--- config.mk ---
export PLATFORM = sky130hd
export DESIGN_NAME = alu_cond_unit
export DESIGN_NICKNAME = d
export VERILOG_FILES = /design/src/rtl/alu_cond_pkg.sv /design/src/rtl/alu_cond_unit_cond_check.sv /design/src/rtl/alu_cond_unit.sv
export SDC_FILE = /design/constraint.sdc
export NUM_CORES = 1
export LEC_CHECK = 0
export CORE_MARGIN = 4
export CORE_UTILIZATION = 44
export DETAILED_ROUTE_END_ITERATION = 12
export PLACE_DENSITY = 0.79
export SLEW_MARGIN = 20
export SYNTH_ARGS = -nofsm -noshare
export SYNTH_HDL_FRONTEND = slang
export SYNTH_SLANG_ARGS = --single-unit
--- constraint.sdc ---
create_clock -name clk -period 3.6 [get_ports clk]
set_input_delay 1.08 -clock clk [delete_from_list [all_inputs] [get_ports clk]]
set_output_delay 1.08 -clock clk [all_outputs]
set_load 0.02 [all_outputs]
--- src/rtl/alu_cond_pkg.sv ---
// Shared types for the Execute-stage condition/flag unit: condition codes,
// NZCV flag indices and the flag-write / E-M control bundles.
package alu_cond_pkg;

  localparam int FLAG_W = 4;
  localparam int COND_W = 4;

  localparam int FLAG_N = 3;
  localparam int FLAG_Z = 2;
  localparam int FLAG_C = 1;
  localparam int FLAG_V = 0;

  typedef enum logic [COND_W-1:0] {
    COND_EQ = 4'b0000,
    COND_NE = 4'b0001,
    COND_CS = 4'b0010,
    COND_CC = 4'b0011,
    COND_MI = 4'b0100,
    COND_PL = 4'b0101,
    COND_VS = 4'b0110,
    COND_VC = 4'b0111,
    COND_HI = 4'b1000,
    COND_LS = 4'b1001,
    COND_GE = 4'b1010,
    COND_LT = 4'b1011,
    COND_GT = 4'b1100,
    COND_LE = 4'b1101,
    COND_AL = 4'b1110,
    COND_NV = 4'b1111
  } cond_t;

  // nz -> FlagWriteE[1], cv -> FlagWriteE[0]
  typedef struct packed {
    logic nz;
    logic cv;
  } flagwrite_t;

  typedef struct packed {
    logic pcsrc;
    logic regwrite;
    logic memwrite;
  } em_ctrl_t;

  // Merge the ALU flags into the stored flags under the two write groups.
  function automatic logic [FLAG_W-1:0] merge_flags(
    input logic [FLAG_W-1:0] cur,
    input logic [FLAG_W-1:0] alu,
    input flagwrite_t        fw
  );
    logic [FLAG_W-1:0] nxt;
    nxt = cur;
    if (fw.nz) begin
      nxt[FLAG_N] = alu[FLAG_N];
      nxt[FLAG_Z] = alu[FLAG_Z];
    end
    if (fw.cv) begin
      nxt[FLAG_C] = alu[FLAG_C];
      nxt[FLAG_V] = alu[FLAG_V];
    end
    return nxt;
  endfunction

endpackage

--- src/rtl/alu_cond_unit_cond_check.sv ---
// Purely combinational condition evaluator: 4-bit condition field against
// stored NZCV flags. The reserved code never passes.
module cond_check
  import alu_cond_pkg::*;
(
  input  logic [COND_W-1:0] cond,
  input  logic [FLAG_W-1:0] flags,
  output logic              pass
);

  logic n, z, c, v;

  assign n = flags[FLAG_N];
  assign z = flags[FLAG_Z];
  assign c = flags[FLAG_C];
  assign v = flags[FLAG_V];

  always_comb begin
    pass = 1'b0;
    case (cond_t'(cond))
      COND_EQ: pass = z;
      COND_NE: pass = ~z;
      COND_CS: pass = c;
      COND_CC: pass = ~c;
      COND_MI: pass = n;
      COND_PL: pass = ~n;
      COND_VS: pass = v;
      COND_VC: pass = ~v;
      COND_HI: pass = c & ~z;
      COND_LS: pass = ~c | z;
      COND_GE: pass = ~(n ^ v);
      COND_LT: pass = n ^ v;
      COND_GT: pass = ~z & ~(n ^ v);
      COND_LE: pass = z | (n ^ v);
      COND_AL: pass = 1'b1;
      default: pass = 1'b0;
    endcase
  end

endmodule

--- src/rtl/alu_cond_unit.sv ---
// Execute-stage condition/flag unit: flag register, condition gating of
// controls and the E/M control register. Optional counters: ALU_COND_PERF_EN.
module alu_cond_unit
  import alu_cond_pkg::*;
(
  input  logic              clk,
  input  logic              reset,
  input  logic              StallE,
  input  logic              FlushE,
  input  logic [COND_W-1:0] CondE,
  input  logic [1:0]        FlagWriteE,
  input  logic [FLAG_W-1:0] ALUFlags,
  input  logic              PCSrcE,
  input  logic              RegWriteE,
  input  logic              MemWriteE,
  output logic              CondExE,
  output logic              PCSrcGatedE,
  output logic              PCSrcM,
  output logic              RegWriteM,
  output logic              MemWriteM,
  output logic [FLAG_W-1:0] FlagsQ
`ifdef ALU_COND_PERF_EN
  ,
  output logic [31:0]       ExecCount,
  output logic [31:0]       SquashCount
`endif
);

  logic       condpass;
  flagwrite_t fw;
  em_ctrl_t   em_d, em_q;

  // Evaluated on the stored flags only; ALUFlags never reaches an output.
  cond_check u_cond_check (
    .cond  (CondE),
    .flags (FlagsQ),
    .pass  (condpass)
  );

  assign CondExE     = condpass & ~FlushE;
  assign PCSrcGatedE = PCSrcE & CondExE;
  assign fw          = flagwrite_t'(FlagWriteE);

  assign em_d.pcsrc    = PCSrcGatedE;
  assign em_d.regwrite = RegWriteE & CondExE;
  assign em_d.memwrite = MemWriteE & CondExE;

  always_ff @(posedge clk) begin
    if (reset)
      FlagsQ <= '0;
    else if (~StallE && CondExE)
      FlagsQ <= merge_flags(FlagsQ, ALUFlags, fw);
  end

  always_ff @(posedge clk) begin
    if (reset)
      em_q <= '0;
    else if (~StallE)
      em_q <= em_d;
  end

  assign PCSrcM    = em_q.pcsrc;
  assign RegWriteM = em_q.regwrite;
  assign MemWriteM = em_q.memwrite;

`ifdef ALU_COND_PERF_EN
  // Every unstalled cycle lands in exactly one of the two counters.
  always_ff @(posedge clk) begin
    if (reset) begin
      ExecCount   <= '0;
      SquashCount <= '0;
    end else if (~StallE) begin
      if (CondExE) ExecCount   <= ExecCount + 32'd1;
      else         SquashCount <= SquashCount + 32'd1;
    end
  end
`endif

endmodule

==> metrics <==
share of cells above drive strength 1=roughly 28%; clock buffer depth=2; Initial Utilization=47.6%; pre-CTS setup slack=-0.745 ns; GRT overflow=0; slew of the pin with the lowest slew margin=0.549 ns; Final Critical Period=around 3.5 ns; max capacitance violation total=0; Synth cell types=36; VDD IR-drop max=roughly 0.21 mV; critical path's top delay family=compound AO/OA/AOI/OAI gates; critical path arrival=2.44 ns; drt first pass iters=4; most frequent cells in the layout=19 x clkdlybuf4s50_1, 18 x buf_4, 8 x nor2_1, 8 x nand2_1, 7 x dfxtp_1; largest net degree at the start of global routing=19; slowest library cell on the worst path=a311oi_4; critical path data required time=2.52 ns; detail-routed via count per cell=5.68; final wirelength=2.04 mm; Area growth syn-to-layout=54.6%; fmax=0.284 GHz; CTS sink count=7; cts hold-fix bufs=0; post-DP HPWL=1.49 mm; PD cells=~250 mW/mm²; syn_nets=110; Crit path largest cell delay=0.31 ns; Final Util=around three quarters; # IOs=26; initial antenna violation count=0; FILL cells=117; first-pass GRT wire length=3.53 mm; Synth top area share=19.1%; critical-path cell list=buf_2, and3b_1, a211o_1, and3_4, a311oi_4, nor3b_2, buf_4; Clock transition at path regs=0.05 ns; RePlAce Congestion=0.818; total leakage power=roughly 0.45 nW; row count=14; n_diodes=0; #FFs+latches synth=7; WL per Instance=13.9 µm; register area share after synthesis=19.1%; Syn Area/Cell=7.88 µm²; Final Hold Fails=0; vias in the first global route=788; IO Port Bufs=25; relative max-transition margin=63.3%; Placeable Area=0.00154 mm²; Final Total Pwr=0.282 mW; Buf+Inv Stages, Crit Path=2; Post-Synthesis Cells=slightly above 90; most common cell after layout, fill and taps aside=clkdlybuf4s50_1; Clock Latency Late Sink=0.25 ns; remaining routing DRC violations=0; Die Ht=48.8 µm; Syn Std Cell Area=733 µm²; most area-consuming cells after synthesis=dfxtp_1 19%, nor3b_1 5.1%, xor2_1 4.8%, nor2_1 4.6%, nand2_1 4.1%; fin crit share=97.8%; max-slew violation count=0; CTS buffer count=3; Setup Skew=about 0.0056 ns; Setup crit start kind=primary input; status=finished, final reports clean; Chip Width=48.8 µm; crit path kind=in -> out; vias post-DR=835; area leader, netlist=dfxtp_1; crit-path max FO=9; CTS tree=built; total track usage=roughly 17%; final worst setup slack=roughly 0.08 ns; CTS root buffer=clkbuf_4; antenna viol nets, final=0; Final #Nets=149; H-tree depth=1; RSZ-0062 raised after global routing=no; synth warn=0; endpoints failing setup=0; die area=0.00238 mm²; Critical Path End Type=output pin; HP Class=reg -> reg; 1st-iter DRT viols=8
Yosys cell counts (all sizes together):
cell type  instances
mux2i              1
a211o              1
o211ai             4
o22ai              1
nor3               2
nor4               2
a21oi              4
nand2              8
nor2b              4
a22o               1
xnor2              1
clkbuf             3
or2                1
dfxtp              7
nor2               9
a22oi              1
buf                4
and2               2
o32ai              3
nor3b              5
nand3b             2
o31ai              1
a32oi              2
xor2               4
a221o              1
a311oi             1
inv                2
mux2               1
nand2b             4
nand3              4
nand4              4
and3b              1
and3               1
o311ai             1
stage by stage:
step	cell area (µm²)	cells	hold WS (ns)	TNS [ns]
final	1130	147	0.473	0
after global routing	1130	147	0.514	0
after CTS	1100	145	0.477	0
after detailed placement	1050	139	0.470	-1.46
after global placement	1050	139	0.465	-1.33
after floorplan	733	93	0.545	0
cells by family (layout without fill, tap and decap cells):
kind of cell,Yosys count,count (layout),share of synthesized area [%]
compound gates,21,21,27.5
xor+xnor,5,5,5.97
buf+inv,9,47,7.34
flops,7,7,19.1
mux,2,2,2.90
simple gates,49,49,37.2
worst paths after layout:
path	start	to	slack [ns]	depth (start not counted)
worst max-delay path	CondE[3]	PCSrcGatedE	0.08	7
worst min-delay path	MemWriteM$_SDFFE_PP0N_	MemWriteM$_SDFFE_PP0N_	0.47	2
worst min register to register	MemWriteM$_SDFFE_PP0N_	MemWriteM$_SDFFE_PP0N_	0.47	2
worst max register to register	FlagsQ[2]$_SDFFE_PP0P_	FlagsQ[0]$_SDFFE_PP0P_	1.75	7
power by group:
part | switching [mW] | internal, mW
Sequential | 0.00620 | 0.0815
Clock | 0.0266 | 0.0421
Combinational | 0.0587 | 0.0667
area by class of cell:
class | count | area [µm²] | share of cell area (%)
Timing Repair Buffer | 41 | 349 | 30.8
Tap cell | 16 | 20.0 | 1.77
Sequential cell | 7 | 140 | 12.4
Clock buffer | 4 | 26.3 | 2.32
Inverter | 2 | 7.51 | 0.662
Multi-Input combinational cell | 77 | 591 | 52.1
per-layer routing:
layer  share of wire (%)  vias to the layer above  global-route usage [%]  wire (µm)
met5                   0                        -                       0          0
met4                   0                        0                       0          0
met3                 6.3                        0                    6.12        128
met2                  48                       24                    28.7        972
met1                  46                      384                    23.4        940
li1                    -                      427                       -          -
sequential cells by signal (all words and copies together) (netlist names):
register	cells
RegWriteM	1
MemWriteM	1
PCSrcM	1
FlagsQ	4
timing repair:
action | CTS | global route
gates resized for setup | 21 | 14
setup endpoints to repair | 2 | 2
pin swaps | 3 | 4
buffers inserted | 2 | 2
tightest hold or removal path: cells and delay by family, from the launching register on:
family,cells,cell delay (ns)
flip-flops,1,0.30
AO/OA/AOI/OAI,1,0.07
AND/OR/NAND/NOR,1,0.05
No activity file was read; power rests on OpenSTA's default activity.
